**src/rtl/imem_dmem_arbiter_if.sv**
```systemverilog
// Shared-port bus bundle: the fetch and load/store requester channels, the
// flush control, and the single pmem port.
// master: arbiter view. slave: environment view (requesters plus memory).
interface imem_dmem_arbiter_if #(
   parameter int unsigned ADDR_W = 64,
   parameter int unsigned DATA_W = 64
);
   logic              flush;

   logic              if_req;
   logic [ADDR_W-1:0] if_addr;
   logic              if_gnt;
   logic              if_rvalid;
   logic [31:0]       if_rdata;

   logic              ls_req;
   logic              ls_we;
   logic [ADDR_W-1:0] ls_addr;
   logic [DATA_W-1:0] ls_wdata;
   logic [7:0]        ls_wmask;
   logic              ls_gnt;
   logic              ls_rvalid;
   logic [DATA_W-1:0] ls_rdata;

   logic              mem_req;
   logic              mem_we;
   logic [ADDR_W-1:0] mem_addr;
   logic [DATA_W-1:0] mem_wdata;
   logic [7:0]        mem_wmask;
   logic              mem_ready;
   logic              mem_rvalid;
   logic [DATA_W-1:0] mem_rdata;

   modport master (
      input  flush,
      input  if_req, if_addr,
      output if_gnt, if_rvalid, if_rdata,
      input  ls_req, ls_we, ls_addr, ls_wdata, ls_wmask,
      output ls_gnt, ls_rvalid, ls_rdata,
      output mem_req, mem_we, mem_addr, mem_wdata, mem_wmask,
      input  mem_ready, mem_rvalid, mem_rdata
   );

   modport slave (
      output flush,
      output if_req, if_addr,
      input  if_gnt, if_rvalid, if_rdata,
      output ls_req, ls_we, ls_addr, ls_wdata, ls_wmask,
      input  ls_gnt, ls_rvalid, ls_rdata,
      input  mem_req, mem_we, mem_addr, mem_wdata, mem_wmask,
      output mem_ready, mem_rvalid, mem_rdata
   );
endinterface

```
**src/rtl/imem_dmem_arbiter.sv**
```systemverilog
// Arbiter for the single pmem port shared by instruction fetch and load/store.
// One transaction outstanding at a time. Load/store wins by default, but after
// STARVE_MAX consecutive load/store grants with a fetch waiting, the fetch
// gets the next grant. A flush drops the in-flight fetch response.
module imem_dmem_arbiter #(
   parameter int unsigned ADDR_W     = 64,
   parameter int unsigned DATA_W     = 64,
   parameter int unsigned STARVE_MAX = 4
) (
   input logic                 clk,
   input logic                 rst,
   imem_dmem_arbiter_if.master bus
);

   localparam int unsigned CNT_W = $clog2(STARVE_MAX + 1);
   localparam logic [CNT_W-1:0] STARVE_LIM = CNT_W'(STARVE_MAX);

   typedef enum logic [1:0] {
      IDLE,
      WAIT_IF,
      WAIT_LS
   } state_t;

   state_t            state, state_n;
   logic [CNT_W-1:0]  starve_cnt;
   logic              drop;
   logic              a2;

   logic              if_eff;
   logic              sel_if;
   logic              sel_ls;
   logic              req_c;
   logic              if_gnt_c;
   logic              ls_gnt_c;
   logic [ADDR_W-1:0] addr_c;
   logic [DATA_W-1:0] wdata_c;

   // State register.
   always_ff @(posedge clk or posedge rst) begin
      if (rst) state <= IDLE;
      else     state <= state_n;
   end

   // Selection, memory drive, grants and next state. Everything here is
   // forced low while rst is high so the port stays quiet during reset.
   always_comb begin
      state_n  = state;
      if_eff   = bus.if_req & ~bus.flush;
      sel_if   = 1'b0;
      sel_ls   = 1'b0;
      req_c    = 1'b0;
      if_gnt_c = 1'b0;
      ls_gnt_c = 1'b0;
      addr_c   = '0;
      wdata_c  = '0;
      bus.mem_we    = 1'b0;
      bus.mem_wmask = '0;
      case (state)
         IDLE: begin
            if (!rst) begin
               sel_if = if_eff & (~bus.ls_req | (starve_cnt == STARVE_LIM));
               sel_ls = bus.ls_req & ~sel_if;
               req_c  = if_eff | bus.ls_req;
               if (sel_if) begin
                  addr_c = bus.if_addr;
               end else if (sel_ls) begin
                  addr_c        = bus.ls_addr;
                  wdata_c       = bus.ls_wdata;
                  bus.mem_we    = bus.ls_we;
                  bus.mem_wmask = bus.ls_wmask;
               end
               if_gnt_c = req_c & bus.mem_ready & sel_if;
               ls_gnt_c = req_c & bus.mem_ready & sel_ls;
               if (if_gnt_c)      state_n = WAIT_IF;
               else if (ls_gnt_c) state_n = WAIT_LS;
            end
         end
         WAIT_IF: if (bus.mem_rvalid) state_n = IDLE;
         WAIT_LS: if (bus.mem_rvalid) state_n = IDLE;
         default: state_n = IDLE;
      endcase
      bus.mem_req   = req_c;
      bus.mem_addr  = addr_c;
      bus.mem_wdata = wdata_c;
      bus.if_gnt    = if_gnt_c;
      bus.ls_gnt    = ls_gnt_c;
   end

   // Starvation counter, fetch bookkeeping (word select, drop) and the
   // registered response outputs.
   always_ff @(posedge clk or posedge rst) begin
      if (rst) begin
         starve_cnt    <= '0;
         drop          <= 1'b0;
         a2            <= 1'b0;
         bus.if_rvalid <= 1'b0;
         bus.if_rdata  <= '0;
         bus.ls_rvalid <= 1'b0;
         bus.ls_rdata  <= '0;
      end else begin
         if (state == IDLE) begin
            if (if_gnt_c || !if_eff)
               starve_cnt <= '0;
            else if (ls_gnt_c && starve_cnt != STARVE_LIM)
               starve_cnt <= starve_cnt + 1'b1;
         end

         if (if_gnt_c) begin
            a2   <= bus.if_addr[2];
            drop <= 1'b0;
         end else if (state == WAIT_IF && bus.flush) begin
            drop <= 1'b1;
         end

         bus.if_rvalid <= 1'b0;
         bus.ls_rvalid <= 1'b0;
         if (bus.mem_rvalid && state == WAIT_IF && !drop && !bus.flush) begin
            bus.if_rvalid <= 1'b1;
            bus.if_rdata  <= a2 ? bus.mem_rdata[DATA_W-1 -: 32] : bus.mem_rdata[31:0];
         end
         if (bus.mem_rvalid && state == WAIT_LS) begin
            bus.ls_rvalid <= 1'b1;
            bus.ls_rdata  <= bus.mem_rdata;
         end
      end
   end

endmodule

```
**src/flat_wrapper.sv**
```systemverilog
// flat-port wrapper written by rule: the top's interface ports become plain ports
module imem_dmem_arbiter_flat 
#(
   parameter int unsigned ADDR_W     = 64,
   parameter int unsigned DATA_W     = 64,
   parameter int unsigned STARVE_MAX = 4
)
  (clk, rst, bus_flush, bus_if_req, bus_if_addr, bus_if_gnt, bus_if_rvalid, bus_if_rdata, bus_ls_req, bus_ls_we, bus_ls_addr, bus_ls_wdata, bus_ls_wmask, bus_ls_gnt, bus_ls_rvalid, bus_ls_rdata, bus_mem_req, bus_mem_we, bus_mem_addr, bus_mem_wdata, bus_mem_wmask, bus_mem_ready, bus_mem_rvalid, bus_mem_rdata);
  imem_dmem_arbiter_if #(.ADDR_W(ADDR_W), .DATA_W(DATA_W)) bus_i ();
  input logic clk;
  input logic rst;
  input wire logic [$bits(bus_i.flush)-1:0] bus_flush;
  input wire logic [$bits(bus_i.if_req)-1:0] bus_if_req;
  input wire logic [$bits(bus_i.if_addr)-1:0] bus_if_addr;
  output wire logic [$bits(bus_i.if_gnt)-1:0] bus_if_gnt;
  output wire logic [$bits(bus_i.if_rvalid)-1:0] bus_if_rvalid;
  output wire logic [$bits(bus_i.if_rdata)-1:0] bus_if_rdata;
  input wire logic [$bits(bus_i.ls_req)-1:0] bus_ls_req;
  input wire logic [$bits(bus_i.ls_we)-1:0] bus_ls_we;
  input wire logic [$bits(bus_i.ls_addr)-1:0] bus_ls_addr;
  input wire logic [$bits(bus_i.ls_wdata)-1:0] bus_ls_wdata;
  input wire logic [$bits(bus_i.ls_wmask)-1:0] bus_ls_wmask;
  output wire logic [$bits(bus_i.ls_gnt)-1:0] bus_ls_gnt;
  output wire logic [$bits(bus_i.ls_rvalid)-1:0] bus_ls_rvalid;
  output wire logic [$bits(bus_i.ls_rdata)-1:0] bus_ls_rdata;
  output wire logic [$bits(bus_i.mem_req)-1:0] bus_mem_req;
  output wire logic [$bits(bus_i.mem_we)-1:0] bus_mem_we;
  output wire logic [$bits(bus_i.mem_addr)-1:0] bus_mem_addr;
  output wire logic [$bits(bus_i.mem_wdata)-1:0] bus_mem_wdata;
  output wire logic [$bits(bus_i.mem_wmask)-1:0] bus_mem_wmask;
  input wire logic [$bits(bus_i.mem_ready)-1:0] bus_mem_ready;
  input wire logic [$bits(bus_i.mem_rvalid)-1:0] bus_mem_rvalid;
  input wire logic [$bits(bus_i.mem_rdata)-1:0] bus_mem_rdata;
  assign bus_i.flush = bus_flush;
  assign bus_i.if_req = bus_if_req;
  assign bus_i.if_addr = bus_if_addr;
  assign bus_if_gnt = bus_i.if_gnt;
  assign bus_if_rvalid = bus_i.if_rvalid;
  assign bus_if_rdata = bus_i.if_rdata;
  assign bus_i.ls_req = bus_ls_req;
  assign bus_i.ls_we = bus_ls_we;
  assign bus_i.ls_addr = bus_ls_addr;
  assign bus_i.ls_wdata = bus_ls_wdata;
  assign bus_i.ls_wmask = bus_ls_wmask;
  assign bus_ls_gnt = bus_i.ls_gnt;
  assign bus_ls_rvalid = bus_i.ls_rvalid;
  assign bus_ls_rdata = bus_i.ls_rdata;
  assign bus_mem_req = bus_i.mem_req;
  assign bus_mem_we = bus_i.mem_we;
  assign bus_mem_addr = bus_i.mem_addr;
  assign bus_mem_wdata = bus_i.mem_wdata;
  assign bus_mem_wmask = bus_i.mem_wmask;
  assign bus_i.mem_ready = bus_mem_ready;
  assign bus_i.mem_rvalid = bus_mem_rvalid;
  assign bus_i.mem_rdata = bus_mem_rdata;
  imem_dmem_arbiter #(.ADDR_W(ADDR_W), .DATA_W(DATA_W), .STARVE_MAX(STARVE_MAX)) u_core (.clk(clk), .rst(rst), .bus(bus_i));
endmodule
```
**config.mk**
```make
export PLATFORM = sky130hd
export DESIGN_NAME = imem_dmem_arbiter_flat
export DESIGN_NICKNAME = d
export VERILOG_FILES = /design/src/rtl/imem_dmem_arbiter_if.sv /design/src/rtl/imem_dmem_arbiter.sv /design/src/flat_wrapper.sv
export SDC_FILE = /design/constraint.sdc
export NUM_CORES = 1
export LEC_CHECK = 0
export CORE_AREA = 2 2 196 198
export CTS_CLUSTER_DIAMETER = 200
export CTS_CLUSTER_SIZE = 16
export DETAILED_ROUTE_END_ITERATION = 10
export DIE_AREA = 0 0 198 200
export PLACE_DENSITY = 0.46
export SYNTH_ARGS = -nofsm -noshare
export SYNTH_HDL_FRONTEND = slang
export SYNTH_SLANG_ARGS = --single-unit
export TNS_END_PERCENT = 20
```
**constraint.sdc**
```tcl
create_clock -name clk -period 9.68 [get_ports clk]
set_clock_uncertainty 0.1 [all_clocks]
set_input_delay 1.936 -clock clk [delete_from_list [all_inputs] [get_ports clk]]
set_output_delay 1.936 -clock clk [all_outputs]
set_load 0.02 [all_outputs]
```
==> results of run 1 <==
[cell type report]
class | count | area [um^2] | area share
Inverter | 10 | 40.0 | 0.00335
Clock inverter | 7 | 93.8 | 0.00784
Tap cell | 511 | 639 | 0.0534
Sequential cell | 105 | 2630 | 0.220
Antenna cell | 5 | 12.5 | 0.00105
Multi-Input combinational cell | 464 | 3150 | 0.263
Timing Repair Buffer | 519 | 5180 | 0.433
Clock buffer | 9 | 225 | 0.0188
[cells by family after synthesis]
logic type / count (synthesis) / synth area share
buf+inv: 80 / 0.0709
simple gates: 249 / 0.226
fa+ha+maj: 5 / 0.0101
compound gates: 112 / 0.0974
mux: 98 / 0.172
flops: 105 / 0.424
[path summary, 6_finish.rpt]
path                                         start                      end  slack [ps]  depth (start not counted)
max                                            rst         bus_mem_addr[34]        2690                          6
min                        u_core.bus.ls_rdata[28]  u_core.bus.ls_rdata[28]         410                          1
max reg2reg                   u_core.starve_cnt[0]              u_core.drop        7080                          7
min reg2reg                u_core.bus.ls_rdata[28]  u_core.bus.ls_rdata[28]         410                          1
max in group asynchronous                      rst  u_core.bus.ls_rdata[23]        6070                          3
min in group asynchronous                      rst              u_core.drop        2100                          2
[state kept, by name (all words and copies together), names as in the netlist]
| register | cells |
|---|---|
| u_core.bus.if_rdata | 32 |
| u_core.drop | 1 |
| u_core.state | 2 |
| u_core.a2 | 1 |
| u_core.bus.ls_rdata | 64 |
| u_core.bus.if_rvalid | 1 |
| u_core.starve_cnt | 3 |
| u_core.bus.ls_rvalid | 1 |
[worst max-delay path, delay by kind of cell]
family,cells,cell delay (ps)
AOI/OAI and AO/OA,1,250
buffers and inverters,3,1640
and+or+nand+nor,2,1100
[Yosys cell counts (5+ instances only)]
master    instances  area share
a21oi_1          35       0.028
and2_1           76       0.077
buf_1             5      0.0030
buf_2            36       0.029
buf_4             7      0.0085
buf_6             9       0.016
clkbuf_1         13      0.0079
dfrtp_1         105        0.42
ha_1              5       0.010
inv_1            10      0.0061
mux2_2           66        0.12
mux2i_1          32       0.052
nand3_1          64       0.052
nand4_1          65       0.066
nor2_1           32       0.019
o21ai_0          18       0.015
o21ai_1          49       0.040
[report_power, final]
part / switching [mW] / leakage (nW) / total, mW / internal [mW]
clock: 0.209 / 0.154 / 0.400 / 0.191
combinational: 0.799 / 3.10 / 1.60 / 0.801
sequential: 0.122 / 1.28 / 0.773 / 0.651
total: 1.13 / 4.54 / 2.77 / 1.64
[placed cells by master (no fill, tap or decap), drive strengths merged]
cell and instances:
a2111oi 1, a211oi 1, a21bo 1, a21o 1, a21oi 35, a22o 1, a31oi 1, a32o 1
and2 76, and4bb 1, buf 11, clkbuf 9, clkdlybuf4s50 508, clkinv 2, dfrtp 105, diode 5
ha 5, inv 15, mux2 66, mux2i 32, nand2 3, nand2b 2, nand3 64, nand4 65
nor2 32, nor2b 4, nor4 1, o21ai 67, o22ai 2, o311ai 1, or3 1
[through the flow]
stage | worst slack [ps] | instances | hold WS, ps
floorplan | 4640 | 649 | 392
global placement | 2680 | 1609 | 388
detailed placement | 2700 | 1609 | 391
CTS | 2700 | 1625 | 411
global route | 2480 | 1629 | 424
finish | 2690 | 1630 | 408
[routing by layer]
layer | share of wire | GRT usage | vias up
met3 | 0.082 | 0.0432 | 42
met2 | 0.51 | 0.258 | 325
met5 | 0.00045 | 0 | -
met1 | 0.37 | 0.169 | 3227
met4 | 0.037 | 0.0585 | 2
li1 | - | - | 3239
==> impl_metrics.json, run 1 <==
{
  "clock-sinks": 105,
  "tightest_slew_ps": 1060,
  "slew_viol_final": 0,
  "finalSetupTns_ps": 0,
  "worstPathArrival_ps": 4960,
  "critPathSlowestCell": "nor2b_4",
  "hold_viol": 0,
  "p_total_mw": 2.77,
  "cts_tree": "built",
  "syn_area_per_cell_um2": 9.54,
  "viasPerCell": 4.19,
  "synth_seq_cells": 105,
  "gp_congestion": 0.750,
  "start_util": 0.166,
  "dpl_cell_area_mm2": 0.0116,
  "hold_path.class": "reg2reg",
  "die_x_um": 198,
  "synth_cells": 649,
  "cts_resized": 0,
  "start_kind": "primary input",
  "rows": 71,
  "grt_start_max_net_pins": 92,
  "vias": 6835,
  "crit_required_ps": 7640,
  "path_clk_slew_ps": 80,
  "yosys_warnings": 0,
  "cts_buffers": 9,
  "period_share": 0.722,
  "post-route-drc-count": 0,
  "clk_latency_ps": 350,
  "fillers": 3860,
  "rsz0062_at_grt": "false",
  "antenna_found_initial": 5,
  "dp_hpwl_um": 23700,
  "ys_async_sr_fraction": 1.00,
  "drt_iter0_drc": 437,
  "fp.coreArea_mm2": 0.0374,
  "ios": 510,
  "final_area_mm2": 0.0120,
  "path_class": "in2out",
  "power_leakage_nw": 4.54,
  "htree_levels": 3,
  "worstPathMaxFanout": 91,
  "grt_pass1_vias": 6744,
  "setup_viol": 0,
  "ys.flop_type": "dfrtp_1",
  "wl_per_cell_um": 19.2,
  "die_h_um": 200,
  "syn-cell-area_mm2": 0.00619,
  "status": "complete, no violations",
  "synth_nets": 926,
  "overflow": 0,
  "worstPathCellList": "clkdlybuf4s50_1 > nor2b_4 > buf_12 > nand3_1 > o21ai_1 > clkdlybuf4s50_1",
  "relSlewSlack": 0.292,
  "crit_path_end_kind": "output port",
  "powerDensity_mw_per_mm2": 232,
  "max_freq_mhz": 143,
  "grt_pass1_wl_um": 43600,
  "root_buffer": "clkbuf_16",
  "drv_cap": 0,
  "die_area_mm2": 0.0396,
  "track_usage": 0.147,
  "layout.nets": 1386,
  "postCtsSetupRepairBufs": 0,
  "cts_hold_buf": 0,
  "max_stage_delay_ps": 890,
  "wl_um": 31300,
  "yosysSeqAreaShare": 0.424,
  "fin_crit_ps": 6990,
  "place.port_buffers": 509,
  "synth_cell_type_count": 32,
  "cts_buffer_depth": 2,
  "synth_edf_count": 0,
  "synthToLayoutAreaGrowth_pct": 93.3,
  "drtAntennaViolNets": 0,
  "ir_drop_v": 0.000123,
  "worst_path_most_repeated_cell": "clkdlybuf4s50_1",
  "first_pass_iters": 6,
  "final_util": 0.320,
  "drive_gt1_frac": 0.0925
}
Note: power is estimated with default switching activity, not from simulation.
==> run 2: changes to the inputs <==
--- a/config.mk
+++ b/config.mk
@@ -5,12 +5,12 @@
 export SDC_FILE = /design/constraint.sdc
 export NUM_CORES = 1
 export LEC_CHECK = 0
-export CORE_AREA = 2 2 196 198
+export CORE_AREA = 2 2 197 199
 export CTS_CLUSTER_DIAMETER = 200
 export CTS_CLUSTER_SIZE = 16
 export DETAILED_ROUTE_END_ITERATION = 10
-export DIE_AREA = 0 0 198 200
-export PLACE_DENSITY = 0.46
+export DIE_AREA = 0 0 199 201
+export PLACE_DENSITY = 0.47
 export SYNTH_ARGS = -nofsm -noshare
 export SYNTH_HDL_FRONTEND = slang
 export SYNTH_SLANG_ARGS = --single-unit
==> constraint.sdc (replaced) <==
create_clock -name clk -period 6 [get_ports clk]
set_clock_uncertainty 0.1 [all_clocks]
set_input_delay 1.2 -clock clk [delete_from_list [all_inputs] [get_ports clk]]
set_output_delay 1.2 -clock clk [all_outputs]
set_load 0.02 [all_outputs]
==> impl_metrics.json, run 2 (synthesis results as in run 1) <==
{
  "dp_hpwl_um": 24500,
  "die_x_um": 199,
  "drive_gt1_frac": 0.0957,
  "cts_tree": "built",
  "powerDensity_mw_per_mm2": 368,
  "clock-sinks": 105,
  "cts_buffers": 9,
  "max_stage_delay_ps": 630,
  "cts_resized": 0,
  "worstPathCellList": "clkdlybuf4s50_1 > nor2b_4 > buf_4 > a211oi_4 > buf_4 > and2_1 > clkdlybuf4s50_1",
  "clk_latency_ps": 350,
  "largest_register_ffs": 64,
  "layout_common_cells": "clkdlybuf4s50_1, dfrtp_1, and2_1",
  "path_class": "in2out",
  "drtAntennaViolNets": 0,
  "power_leakage_nw": 4.55,
  "die_h_um": 201,
  "tightest_slew_ps": 753,
  "fin_crit_ps": 5060,
  "die_area_mm2": 0.0400,
  "largest-register": "u_core.bus.ls_rdata",
  "postCtsSetupRepairBufs": 0,
  "worstPathMaxFanout": 74,
  "antenna_found_initial": 6,
  "setup_viol": 0,
  "hold_viol": 0,
  "rows": 72,
  "period_share": 0.844,
  "htree_levels": 3,
  "vias": 6811,
  "track_usage": 0.150,
  "grt_start_max_net_pins": 114,
  "path_clk_slew_ps": 80,
  "status": "complete, no violations",
  "finalSetupTns_ps": 0,
  "crit_required_ps": 4700,
  "max_freq_mhz": 198,
  "hold_path.class": "reg2reg",
  "layout.nets": 1390,
  "root_buffer": "clkbuf_16",
  "viasPerCell": 4.16,
  "ios": 510,
  "grt_pass1_vias": 6782,
  "wl_um": 31800,
  "post-place-ws_ps": 905,
  "crit_path_end_kind": "output port",
  "critPathSlowestCell": "clkdlybuf4s50_1",
  "relSlewSlack": 0.498,
  "fp.coreArea_mm2": 0.0381,
  "reg2reg_slack_ps": 3570,
  "synthToLayoutAreaGrowth_pct": 93.5,
  "place.port_buffers": 509,
  "wl_per_cell_um": 19.4,
  "layout_setup_ws_ps": 938,
  "worstPathArrival_ps": 3760,
  "gp_congestion": 0.853,
  "cts_buffer_depth": 2,
  "cts_hold_buf": 0,
  "drt_iter0_drc": 426,
  "layout_commonest_cell": "clkdlybuf4s50_1",
  "start_kind": "primary input",
  "grt_pass1_wl_um": 44800,
  "post-route-drc-count": 0,
  "overflow": 0,
  "start_util": 0.162,
  "rsz0062_at_grt": "false",
  "drv_cap": 0,
  "reg_top3": "u_core.bus.ls_rdata x64, u_core.bus.if_rdata x32, u_core.starve_cnt x3",
  "first_pass_iters": 7,
  "slew_viol_final": 0,
  "ir_drop_v": 0.000208
}
-- run 2: cell count changes in the layout (fill, tap and decap cells not counted), sizes merged --
cell / delta
buf: +4
clkinv: +2
diode: -2
inv: -2
-- run 2: worst max-delay path, delay by kind of cell --
| family | cells | cell delay [ps] |
|---|---|---|
| AO/OA/AOI/OAI | 1 | 240 |
| buffers and inverters | 4 | 1970 |
| AND/OR/NAND/NOR | 2 | 340 |
-- run 2: cell type report --
| cell class | instances | area [um^2] |
|---|---|---|
| flip-flops and latches | 105 | 2630 |
| diodes | 3 | 7.51 |
| clock buffers | 9 | 225 |
| well taps | 518 | 648 |
| repair buffers | 523 | 5220 |
| multi-input cells | 464 | 3150 |
| clock inverters | 7 | 61.3 |
| inverters | 10 | 40.0 |
| fillers | 3972 | 26100 |
-- run 2: report_power, final --
group          switching (mW)  leakage (nW)  internal (mW)
registers               0.170          1.28           1.05
logic                    1.31          3.13           1.30
clock network           0.302         0.143          0.290
-- run 2: metal layers --
| metal | routed length (um) | global-route usage | vias up |
|---|---|---|---|
| met3 | 2650 | 0.0418 | 39 |
| met4 | 866 | 0.0520 | 4 |
| met2 | 16200 | 0.269 | 306 |
| li1 | - | - | 3248 |
| met1 | 12000 | 0.168 | 3214 |
| met5 | 27 | 0 | - |
-- run 2: path summary, 6_finish.rpt --
path	start	endpoint	cells past startpoint
worst max-delay path	bus_flush	bus_mem_wdata[63]	7
worst max register to register	u_core.state[0]	u_core.bus.ls_rdata[9]	5
worst min register to register	u_core.bus.ls_rdata[59]	u_core.bus.ls_rdata[59]	1
min in group asynchronous	rst	u_core.state[0]	2
max in group asynchronous	rst	u_core.bus.ls_rdata[35]	3
worst min-delay path	u_core.bus.ls_rdata[59]	u_core.bus.ls_rdata[59]	1
-- run 2: stage by stage --
step	utilization	power [mW]	instances	instance area [um^2]	hold WS (ps)
after detailed placement	0.307	3.87	1620	11700	392
after floorplan	-	2.56	649	6190	392
final	0.314	4.42	1639	12000	405
after global routing	0.314	4.68	1639	12000	425
after global placement	0.307	3.85	1620	11700	386
after CTS	0.314	4.50	1636	12000	409
